File: src/rtl/ysyx_220053_exu_ctrl_pkg.sv
// Shared types and constants for the EXU execute sequencer.
package ysyx_220053_pkg;

    typedef enum logic [1:0] {
        S_IDLE     = 2'd0,
        S_EXEC     = 2'd1,
        S_WAIT_MDU = 2'd2,
        S_WB       = 2'd3
    } state_e;

    localparam logic [1:0] CLS_ALU = 2'd0;
    localparam logic [1:0] CLS_MUL = 2'd1;
    localparam logic [1:0] CLS_DIV = 2'd2;
    localparam logic [1:0] CLS_RSV = 2'd3;

    localparam int MDU_TIMEOUT_DEF = 127;
    localparam int TOCNT_W         = 7;

    function automatic logic is_mdu(input logic [1:0] cls);
        return (cls == CLS_MUL) || (cls == CLS_DIV);
    endfunction

endpackage

File: src/rtl/ysyx_220053_exu_ctrl_if.sv
// Bundle of IDU, datapath, MDU and write-back signals seen by the execute sequencer.
interface ysyx_220053_exu_ctrl_if;
    logic        in_valid;
    logic        in_ready;
    logic [4:0]  in_rd;
    logic [4:0]  in_rs1;
    logic [4:0]  in_rs2;
    logic        in_wen;
    logic        in_alusrcb;
    logic [1:0]  in_cls;
    logic        flush;
    logic [4:0]  rf_raddr_a;
    logic [4:0]  rf_raddr_b;
    logic        alusrcb;
    logic        mdu_start;
    logic        mdu_is_div;
    logic        mdu_done;
    logic        mdu_kill;
    logic        wb_sel;
    logic        wb_valid;
    logic        wb_ready;
    logic        rf_wen;
    logic [4:0]  rf_waddr;
    logic        mdu_err;
    logic [31:0] retire_cnt;

    modport master (
        output in_valid, in_rd, in_rs1, in_rs2, in_wen, in_alusrcb, in_cls,
               flush, mdu_done, wb_ready,
        input  in_ready, rf_raddr_a, rf_raddr_b, alusrcb, mdu_start, mdu_is_div,
               mdu_kill, wb_sel, wb_valid, rf_wen, rf_waddr, mdu_err, retire_cnt
    );

    modport slave (
        input  in_valid, in_rd, in_rs1, in_rs2, in_wen, in_alusrcb, in_cls,
               flush, mdu_done, wb_ready,
        output in_ready, rf_raddr_a, rf_raddr_b, alusrcb, mdu_start, mdu_is_div,
               mdu_kill, wb_sel, wb_valid, rf_wen, rf_waddr, mdu_err, retire_cnt
    );
endinterface

File: src/rtl/ysyx_220053_exu_ctrl_tocnt.sv
// Clearable saturating timeout counter; hit stays high while the count sits at LIMIT.
module ysyx_220053_tocnt
    import ysyx_220053_pkg::*;
#(
    parameter int LIMIT = MDU_TIMEOUT_DEF
) (
    input  logic clk,
    input  logic rst_n,
    input  logic i_clr,
    output logic o_hit
);

    logic [TOCNT_W-1:0] r_cnt;

    assign o_hit = (r_cnt == TOCNT_W'(LIMIT));

    always_ff @(posedge clk or negedge rst_n) begin
        if (!rst_n) begin
            r_cnt <= '0;
        end else if (i_clr) begin
            r_cnt <= '0;
        end else if (!o_hit) begin
            r_cnt <= r_cnt + TOCNT_W'(1);
        end
    end

endmodule

File: src/rtl/ysyx_220053_exu_ctrl.sv
// Multi-cycle execute sequencer: accepts one decoded instruction, steers the EXU/MDU,
// and issues a single qualified register-file write after the write-back handshake.
module ysyx_220053_exu_ctrl
    import ysyx_220053_pkg::*;
#(
    parameter int MDU_TIMEOUT = MDU_TIMEOUT_DEF
) (
    input  logic                    clk,
    input  logic                    rst_n,
    ysyx_220053_exu_ctrl_if.slave   bus
);

    state_e      r_state;
    state_e      w_next;
    logic [4:0]  r_rd;
    logic [4:0]  r_rs1;
    logic [4:0]  r_rs2;
    logic        r_wen;
    logic        r_alusrcb;
    logic [1:0]  r_cls;
    logic        r_supp;
    logic        r_err;
    logic [31:0] r_retire;

    logic        w_accept;
    logic        w_hit;
    logic        w_mdu;
    logic        w_timeout;
    logic        w_wb_fire;
    logic        w_busy;

    assign w_mdu     = is_mdu(r_cls);
    assign w_busy    = (r_state != S_IDLE);
    assign w_accept  = (r_state == S_IDLE) && bus.in_valid && !bus.flush;
    assign w_timeout = (r_state == S_WAIT_MDU) && w_hit && !bus.mdu_done && !bus.flush;
    assign w_wb_fire = (r_state == S_WB) && bus.wb_ready && !bus.flush;

    // Counter is held clear outside WAIT_MDU, so it reads zero on the first wait cycle.
    ysyx_220053_tocnt #(.LIMIT(MDU_TIMEOUT)) u_tocnt (
        .clk   (clk),
        .rst_n (rst_n),
        .i_clr (r_state != S_WAIT_MDU),
        .o_hit (w_hit)
    );

    always_ff @(posedge clk or negedge rst_n) begin
        if (!rst_n) begin
            r_state <= S_IDLE;
        end else begin
            r_state <= w_next;
        end
    end

    always_comb begin
        w_next = r_state;
        unique case (r_state)
            S_IDLE:     if (w_accept) w_next = S_EXEC;
            S_EXEC:     w_next = w_mdu ? S_WAIT_MDU : S_WB;
            S_WAIT_MDU: if (bus.mdu_done || w_hit) w_next = S_WB;
            S_WB:       if (bus.wb_ready) w_next = S_IDLE;
            default:    w_next = S_IDLE;
        endcase
        if (bus.flush) w_next = S_IDLE;
    end

    // Reserved class executes as ALU but never writes back.
    always_ff @(posedge clk or negedge rst_n) begin
        if (!rst_n) begin
            r_rd      <= '0;
            r_rs1     <= '0;
            r_rs2     <= '0;
            r_wen     <= 1'b0;
            r_alusrcb <= 1'b0;
            r_cls     <= CLS_ALU;
            r_supp    <= 1'b0;
            r_err     <= 1'b0;
            r_retire  <= '0;
        end else begin
            if (w_accept) begin
                r_rd      <= bus.in_rd;
                r_rs1     <= bus.in_rs1;
                r_rs2     <= bus.in_rs2;
                r_wen     <= bus.in_wen && (bus.in_cls != CLS_RSV);
                r_alusrcb <= bus.in_alusrcb;
                r_cls     <= bus.in_cls;
                r_supp    <= 1'b0;
            end
            if (w_timeout) begin
                r_supp <= 1'b1;
                r_err  <= 1'b1;
            end
            if (w_wb_fire) r_retire <= r_retire + 32'd1;
        end
    end

    assign bus.in_ready   = (r_state == S_IDLE);
    assign bus.rf_raddr_a = w_busy ? r_rs1 : 5'd0;
    assign bus.rf_raddr_b = w_busy ? r_rs2 : 5'd0;
    assign bus.alusrcb    = w_busy && r_alusrcb;
    assign bus.mdu_start  = (r_state == S_EXEC) && w_mdu;
    assign bus.mdu_is_div = (r_state == S_EXEC) && (r_cls == CLS_DIV);
    assign bus.mdu_kill   = (r_state == S_WAIT_MDU) && (bus.flush || (w_hit && !bus.mdu_done));
    assign bus.wb_valid   = (r_state == S_WB);
    assign bus.wb_sel     = (r_state == S_WB) && w_mdu;
    assign bus.rf_waddr   = (r_state == S_WB) ? r_rd : 5'd0;
    assign bus.rf_wen     = w_wb_fire && r_wen && (r_rd != 5'd0) && !r_supp;
    assign bus.mdu_err    = r_err;
    assign bus.retire_cnt = r_retire;

endmodule

File: src/flat_wrapper.sv
// flat-port wrapper written by rule: the top's interface ports become plain ports
module ysyx_220053_exu_ctrl_flat import ysyx_220053_pkg::*;
#(
    parameter int MDU_TIMEOUT = MDU_TIMEOUT_DEF
)
  (clk, rst_n, bus_in_valid, bus_in_rd, bus_in_rs1, bus_in_rs2, bus_in_wen, bus_in_alusrcb, bus_in_cls, bus_flush, bus_mdu_done, bus_wb_ready, bus_in_ready, bus_rf_raddr_a, bus_rf_raddr_b, bus_alusrcb, bus_mdu_start, bus_mdu_is_div, bus_mdu_kill, bus_wb_sel, bus_wb_valid, bus_rf_wen, bus_rf_waddr, bus_mdu_err, bus_retire_cnt);
  ysyx_220053_exu_ctrl_if bus_i ();
  input  logic clk;
  input  logic rst_n;
  input wire logic [$bits(bus_i.in_valid)-1:0] bus_in_valid;
  input wire logic [$bits(bus_i.in_rd)-1:0] bus_in_rd;
  input wire logic [$bits(bus_i.in_rs1)-1:0] bus_in_rs1;
  input wire logic [$bits(bus_i.in_rs2)-1:0] bus_in_rs2;
  input wire logic [$bits(bus_i.in_wen)-1:0] bus_in_wen;
  input wire logic [$bits(bus_i.in_alusrcb)-1:0] bus_in_alusrcb;
  input wire logic [$bits(bus_i.in_cls)-1:0] bus_in_cls;
  input wire logic [$bits(bus_i.flush)-1:0] bus_flush;
  input wire logic [$bits(bus_i.mdu_done)-1:0] bus_mdu_done;
  input wire logic [$bits(bus_i.wb_ready)-1:0] bus_wb_ready;
  output wire logic [$bits(bus_i.in_ready)-1:0] bus_in_ready;
  output wire logic [$bits(bus_i.rf_raddr_a)-1:0] bus_rf_raddr_a;
  output wire logic [$bits(bus_i.rf_raddr_b)-1:0] bus_rf_raddr_b;
  output wire logic [$bits(bus_i.alusrcb)-1:0] bus_alusrcb;
  output wire logic [$bits(bus_i.mdu_start)-1:0] bus_mdu_start;
  output wire logic [$bits(bus_i.mdu_is_div)-1:0] bus_mdu_is_div;
  output wire logic [$bits(bus_i.mdu_kill)-1:0] bus_mdu_kill;
  output wire logic [$bits(bus_i.wb_sel)-1:0] bus_wb_sel;
  output wire logic [$bits(bus_i.wb_valid)-1:0] bus_wb_valid;
  output wire logic [$bits(bus_i.rf_wen)-1:0] bus_rf_wen;
  output wire logic [$bits(bus_i.rf_waddr)-1:0] bus_rf_waddr;
  output wire logic [$bits(bus_i.mdu_err)-1:0] bus_mdu_err;
  output wire logic [$bits(bus_i.retire_cnt)-1:0] bus_retire_cnt;
  assign bus_i.in_valid = bus_in_valid;
  assign bus_i.in_rd = bus_in_rd;
  assign bus_i.in_rs1 = bus_in_rs1;
  assign bus_i.in_rs2 = bus_in_rs2;
  assign bus_i.in_wen = bus_in_wen;
  assign bus_i.in_alusrcb = bus_in_alusrcb;
  assign bus_i.in_cls = bus_in_cls;
  assign bus_i.flush = bus_flush;
  assign bus_i.mdu_done = bus_mdu_done;
  assign bus_i.wb_ready = bus_wb_ready;
  assign bus_in_ready = bus_i.in_ready;
  assign bus_rf_raddr_a = bus_i.rf_raddr_a;
  assign bus_rf_raddr_b = bus_i.rf_raddr_b;
  assign bus_alusrcb = bus_i.alusrcb;
  assign bus_mdu_start = bus_i.mdu_start;
  assign bus_mdu_is_div = bus_i.mdu_is_div;
  assign bus_mdu_kill = bus_i.mdu_kill;
  assign bus_wb_sel = bus_i.wb_sel;
  assign bus_wb_valid = bus_i.wb_valid;
  assign bus_rf_wen = bus_i.rf_wen;
  assign bus_rf_waddr = bus_i.rf_waddr;
  assign bus_mdu_err = bus_i.mdu_err;
  assign bus_retire_cnt = bus_i.retire_cnt;
  ysyx_220053_exu_ctrl #(.MDU_TIMEOUT(MDU_TIMEOUT)) u_core (.clk(clk), .rst_n(rst_n), .bus(bus_i));
endmodule
File: config.mk
export PLATFORM = sky130hd
export DESIGN_NAME = ysyx_220053_exu_ctrl_flat
export DESIGN_NICKNAME = d
export VERILOG_FILES = /design/src/rtl/ysyx_220053_exu_ctrl_pkg.sv /design/src/rtl/ysyx_220053_exu_ctrl_if.sv /design/src/rtl/ysyx_220053_exu_ctrl_tocnt.sv /design/src/rtl/ysyx_220053_exu_ctrl.sv /design/src/flat_wrapper.sv
export SDC_FILE = /design/constraint.sdc
export NUM_CORES = 1
export LEC_CHECK = 0
export BUFFER_PORTS_ARGS = -buffer_cell sky130_fd_sc_hd__clkbuf_2
export CORE_ASPECT_RATIO = 0.5
export CORE_UTILIZATION = 35
export CTS_CLUSTER_DIAMETER = 100
export DETAILED_ROUTE_END_ITERATION = 10
export GPL_TIMING_DRIVEN = 0
export MAX_ROUTING_LAYER = met4
export PLACE_DENSITY = 0.6
export SYNTH_ARGS = -nofsm -noshare
export SYNTH_HDL_FRONTEND = slang
export SYNTH_SLANG_ARGS = --single-unit
File: constraint.sdc
create_clock -name clk -period 4.6 [get_ports clk]
set_input_delay 0.46 -clock clk [delete_from_list [all_inputs] [get_ports clk]]
set_output_delay 0.46 -clock clk [all_outputs]
set_load 0.01 [all_outputs]
==> run_results.csv <==
group,metric,value,unit
synth,synth-seq-cells,62,
route,detail_route.iter0.violations,104,
timing,finalSetupViolCount,0,
floorplanning,chipHeight,67.18,um
place,place.port_buffers,80,
floorplanning,rows,23,
synth,synthArstFlopShare,1.000,
timing,totalNegativeSetupSlack,0,ns
timing,tightest_slew,0.8714,ns
critical_path,regToRegSetupSlack,2.32,ns
critical_path,worst-r2r-cell-count,5,
synth,syn_nets,294,
timing,max_slew_margin,0.4146,
timing,finClkSkew,0.004362,ns
timing,fin_crit,2.280,ns
route,drt-vias-per-instance,4.816,
critical_path,path_cells,"ha_1 > nand3b_4 > nor3_1 > nand4_1 > xnor2_1",
route,post-route-drc-count,0,
floorplanning,floorplan.io_pins,81,
timing,slew_violations,0,
cells_and_area,layout-drive-gt1-share,0.3511,
synth,yosysSeqAreaShare,0.5217,
clock_network,cts-root-buf,"sky130_fd_sc_hd__clkbuf_16",
power,vdd_drop_max,0.0001918,V
synth,synth_cells,262,
synth,syn-cell-area,0.002974,mm^2
clock_network,cts_buffers,9,
grt,gr-usage-all-layers,0.1613,
route,ant_nets,0,
status,outcome,"complete, no violations",
place,routabilityCongestion,0.7541,
grt,antenna_found_initial,0,
clock_network,buffers_inserted_by_post_cts_timing_repair,0,
floorplanning,core_area,0.008115,mm^2
clock_network,cts_max_path_buffers,2,
cells_and_area,flow.area_growth_from_synthesis,26.88,%
clock_network,worst_skew_pair.late_latency,0.32,ns
synth,synth_enable_flop_cells,0,
grt,global_route_wire_length_before_repair,10810,um
critical_path,worstSetupStartpointType,"flop",
route,finalWirelength,6367,um
grt,pin_count_of_the_biggest_net_entering_global_routing,63,
critical_path,timing.critical_path.slowest_cell_delay,0.75,ns
timing,fmax,438.7,MHz
critical_path,setup.worst_path.start,"u_core.r_state[0]",
route,vias,2254,
timing,timing.final.crit_share,0.4956,
synth,post_synthesis_cell_type_count,41,
cells_and_area,fillers,791,
timing,hold_violations,0,
clock_network,max_h_tree_level,3,
synth,synth_ff_type,"sky130_fd_sc_hd__dfrtp_1",
clock_network,clock_tree_from_tritoncts,"done",
critical_path,critical_path.slowest_cell,"sky130_fd_sc_hd__nor3_1",
power,powerDensity,466.2,mW/mm^2
route,avgRoutedWirePerCell,13.60,um
place,place_hpwl,4676,um
clock_network,cts_repair_resize_count,0,
critical_path,worst-setup-path-type,"flop to flop",
synth,synth-warning-count,0,
critical_path,cp-endpoint,"u_core.bus.retire_cnt[23]",
critical_path,timing.critical_path.required,4.80,ns
floorplanning,initial_utilization,0.3665,
critical_path,cp-end-kind,"flop",
grt,grt-ovfl-total,0,
route,drt_first_pass_iters,4,
timing,fin_hold_ws,0.2743,ns
grt,first_global_vias,2233,
critical_path,critical_path_arrival,2.48,ns
timing,grt_setup_unrepaired,"false",
clock_network,cts.clk_slew.worst_paths,0.05,ns
critical_path,worstReg2RegStart,"u_core.r_state[0]",
cells_and_area,antenna_fix_cells,0,
critical_path,reg2reg_to,"u_core.bus.retire_cnt[23]",
clock_network,clock-sinks,62,
flow_run,cap_viol_max_count,0,
critical_path,crit_fanout,9,
cells_and_area,finish.net_count,385,
synth,syn_area_per_cell,11.35,um^2
floorplanning,die_area,0.008892,mm^2
power,cellLeakagePower,1.890,nW
clock_network,hold_buffers_post_cts,0,
worst_hold_path,timing.hold.worst.class,"primary input to async pin",
floorplanning,die-width,132.4,um
==> layout by cell type, fill, tap and decap left out, drive strengths merged, types with 3 or more instances in the layout <==
cell | netlist | final
nor2 | 10 | 10
nor3 | 12 | 12
nand3 | 12 | 12
inv | 9 | 9
nand4 | 10 | 10
and2 | 9 | 9
mux2 | 18 | 18
nor4 | 3 | 3
xnor2 | 19 | 19
nand2 | 19 | 19
nor2b | 15 | 15
xor2 | 15 | 15
and4 | 7 | 7
and3 | 3 | 3
a21oi | 3 | 3
o21ai | 5 | 5
clkbuf | 3 | 95
dfrtp | 62 | 62
ha | 7 | 7
==> worst max-delay path: cells and delay by family, from the launching register on <==
family	cells	cell delay, ns
xor+xnor	1	0.19
fa+ha+maj	1	0.40
flops	1	0.43
simple gates	3	1.13
==> Yosys cell counts (3+ instances only) <==
master	count	area, um^2
sky130_fd_sc_hd__a21oi_1	3	15.01
sky130_fd_sc_hd__and2_1	4	25.02
sky130_fd_sc_hd__and2_2	5	37.54
sky130_fd_sc_hd__and3_1	3	18.77
sky130_fd_sc_hd__and4_1	5	43.79
sky130_fd_sc_hd__clkbuf_1	3	11.26
sky130_fd_sc_hd__dfrtp_1	62	1551
sky130_fd_sc_hd__ha_1	7	87.58
sky130_fd_sc_hd__inv_1	9	33.78
sky130_fd_sc_hd__mux2_2	18	202.7
sky130_fd_sc_hd__nand2_1	19	71.32
sky130_fd_sc_hd__nand3_1	12	60.06
sky130_fd_sc_hd__nand4_1	10	62.56
sky130_fd_sc_hd__nor2_1	10	37.54
sky130_fd_sc_hd__nor2b_1	15	93.84
sky130_fd_sc_hd__nor3_1	11	55.05
sky130_fd_sc_hd__o21ai_0	5	25.02
sky130_fd_sc_hd__xnor2_1	19	166.4
sky130_fd_sc_hd__xor2_1	15	131.4
==> flip-flops by register name, indices dropped and copies added (netlist names) <==
name / flops
u_core.r_rs1: 5
u_core.r_alusrcb: 1
u_core.r_wen: 1
u_core.r_rs2: 5
u_core.r_rd: 5
u_core.u_tocnt.r_cnt: 7
u_core.r_supp: 1
u_core.bus.mdu_err: 1
u_core.r_state: 2
u_core.r_cls: 2
u_core.bus.retire_cnt: 32
==> report_power, final <==
group | switching, W | internal [W] | leakage (nW)
combinational | 0.000235 | 0.000222 | 0.955
sequential | 0.0000666 | 0.000652 | 0.807
clock | 0.000214 | 0.000370 | 0.128
total | 0.000516 | 0.00124 | 1.89
==> stage by stage <==
step	utilization	power (W)	setup slack (ns)	cells	cell area, um^2
floorplan	-	0.001012	2.532	262	2974
CTS	0.4650	0.001785	2.303	468	3774
finish	0.4650	0.001759	2.320	468	3774
detailed placement	0.4334	0.001188	2.321	454	3517
global placement	0.4331	0.001166	2.340	454	3515
global route	0.4650	0.001860	2.083	468	3774
==> how the worst min path moves through the flow <==
stage / from / endpoint / slack (ns) / depth (start not counted)
6_report: rst_n / u_core.bus.retire_cnt[18] / 0.27 / 1
4_1_cts: rst_n / u_core.bus.retire_cnt[18] / 0.30 / 1
3_5_place_dp: u_core.bus.mdu_err / u_core.bus.mdu_err / 0.46 / 1
3_3_place_gp: u_core.bus.mdu_err / u_core.bus.mdu_err / 0.45 / 1
2_1_floorplan: rst_n / u_core.bus.mdu_err / 0.16 / 0
5_1_grt: rst_n / u_core.bus.retire_cnt[18] / 0.35 / 1
==> per-layer routing <==
metal / wire length [um] / GRT usage
met1: 2939 / 0.1899
met2: 3140 / 0.2684
met3: 191 / 0.04204
met4: 95 / 0.06897
met5: 0 / -
==> cell type report <==
| class | count | area (um^2) | area share |
|---|---|---|---|
| Timing Repair Buffer | 80 | 402.9 | 0.1068 |
| Tap cell | 112 | 140.1 | 0.03714 |
| Inverter | 9 | 33.78 | 0.008952 |
| Multi-Input combinational cell | 186 | 1363 | 0.3611 |
| Clock buffer | 12 | 246.5 | 0.06532 |
| Buffer | 5 | 26.28 | 0.006963 |
| Clock inverter | 2 | 10.01 | 0.002653 |
| Sequential cell | 62 | 1551 | 0.4111 |
==> kinds of logic after synthesis <==
kind of cell	share of synthesized area
buffers and inverters	0.02019
AOI/OAI and AO/OA	0.03744
muxes	0.07152
DFF	0.5217
xor gates and xnor gates	0.1001
adders and majority gates	0.02945
and+or+nand+nor	0.2196
Power figures use the tool's default switching activity.
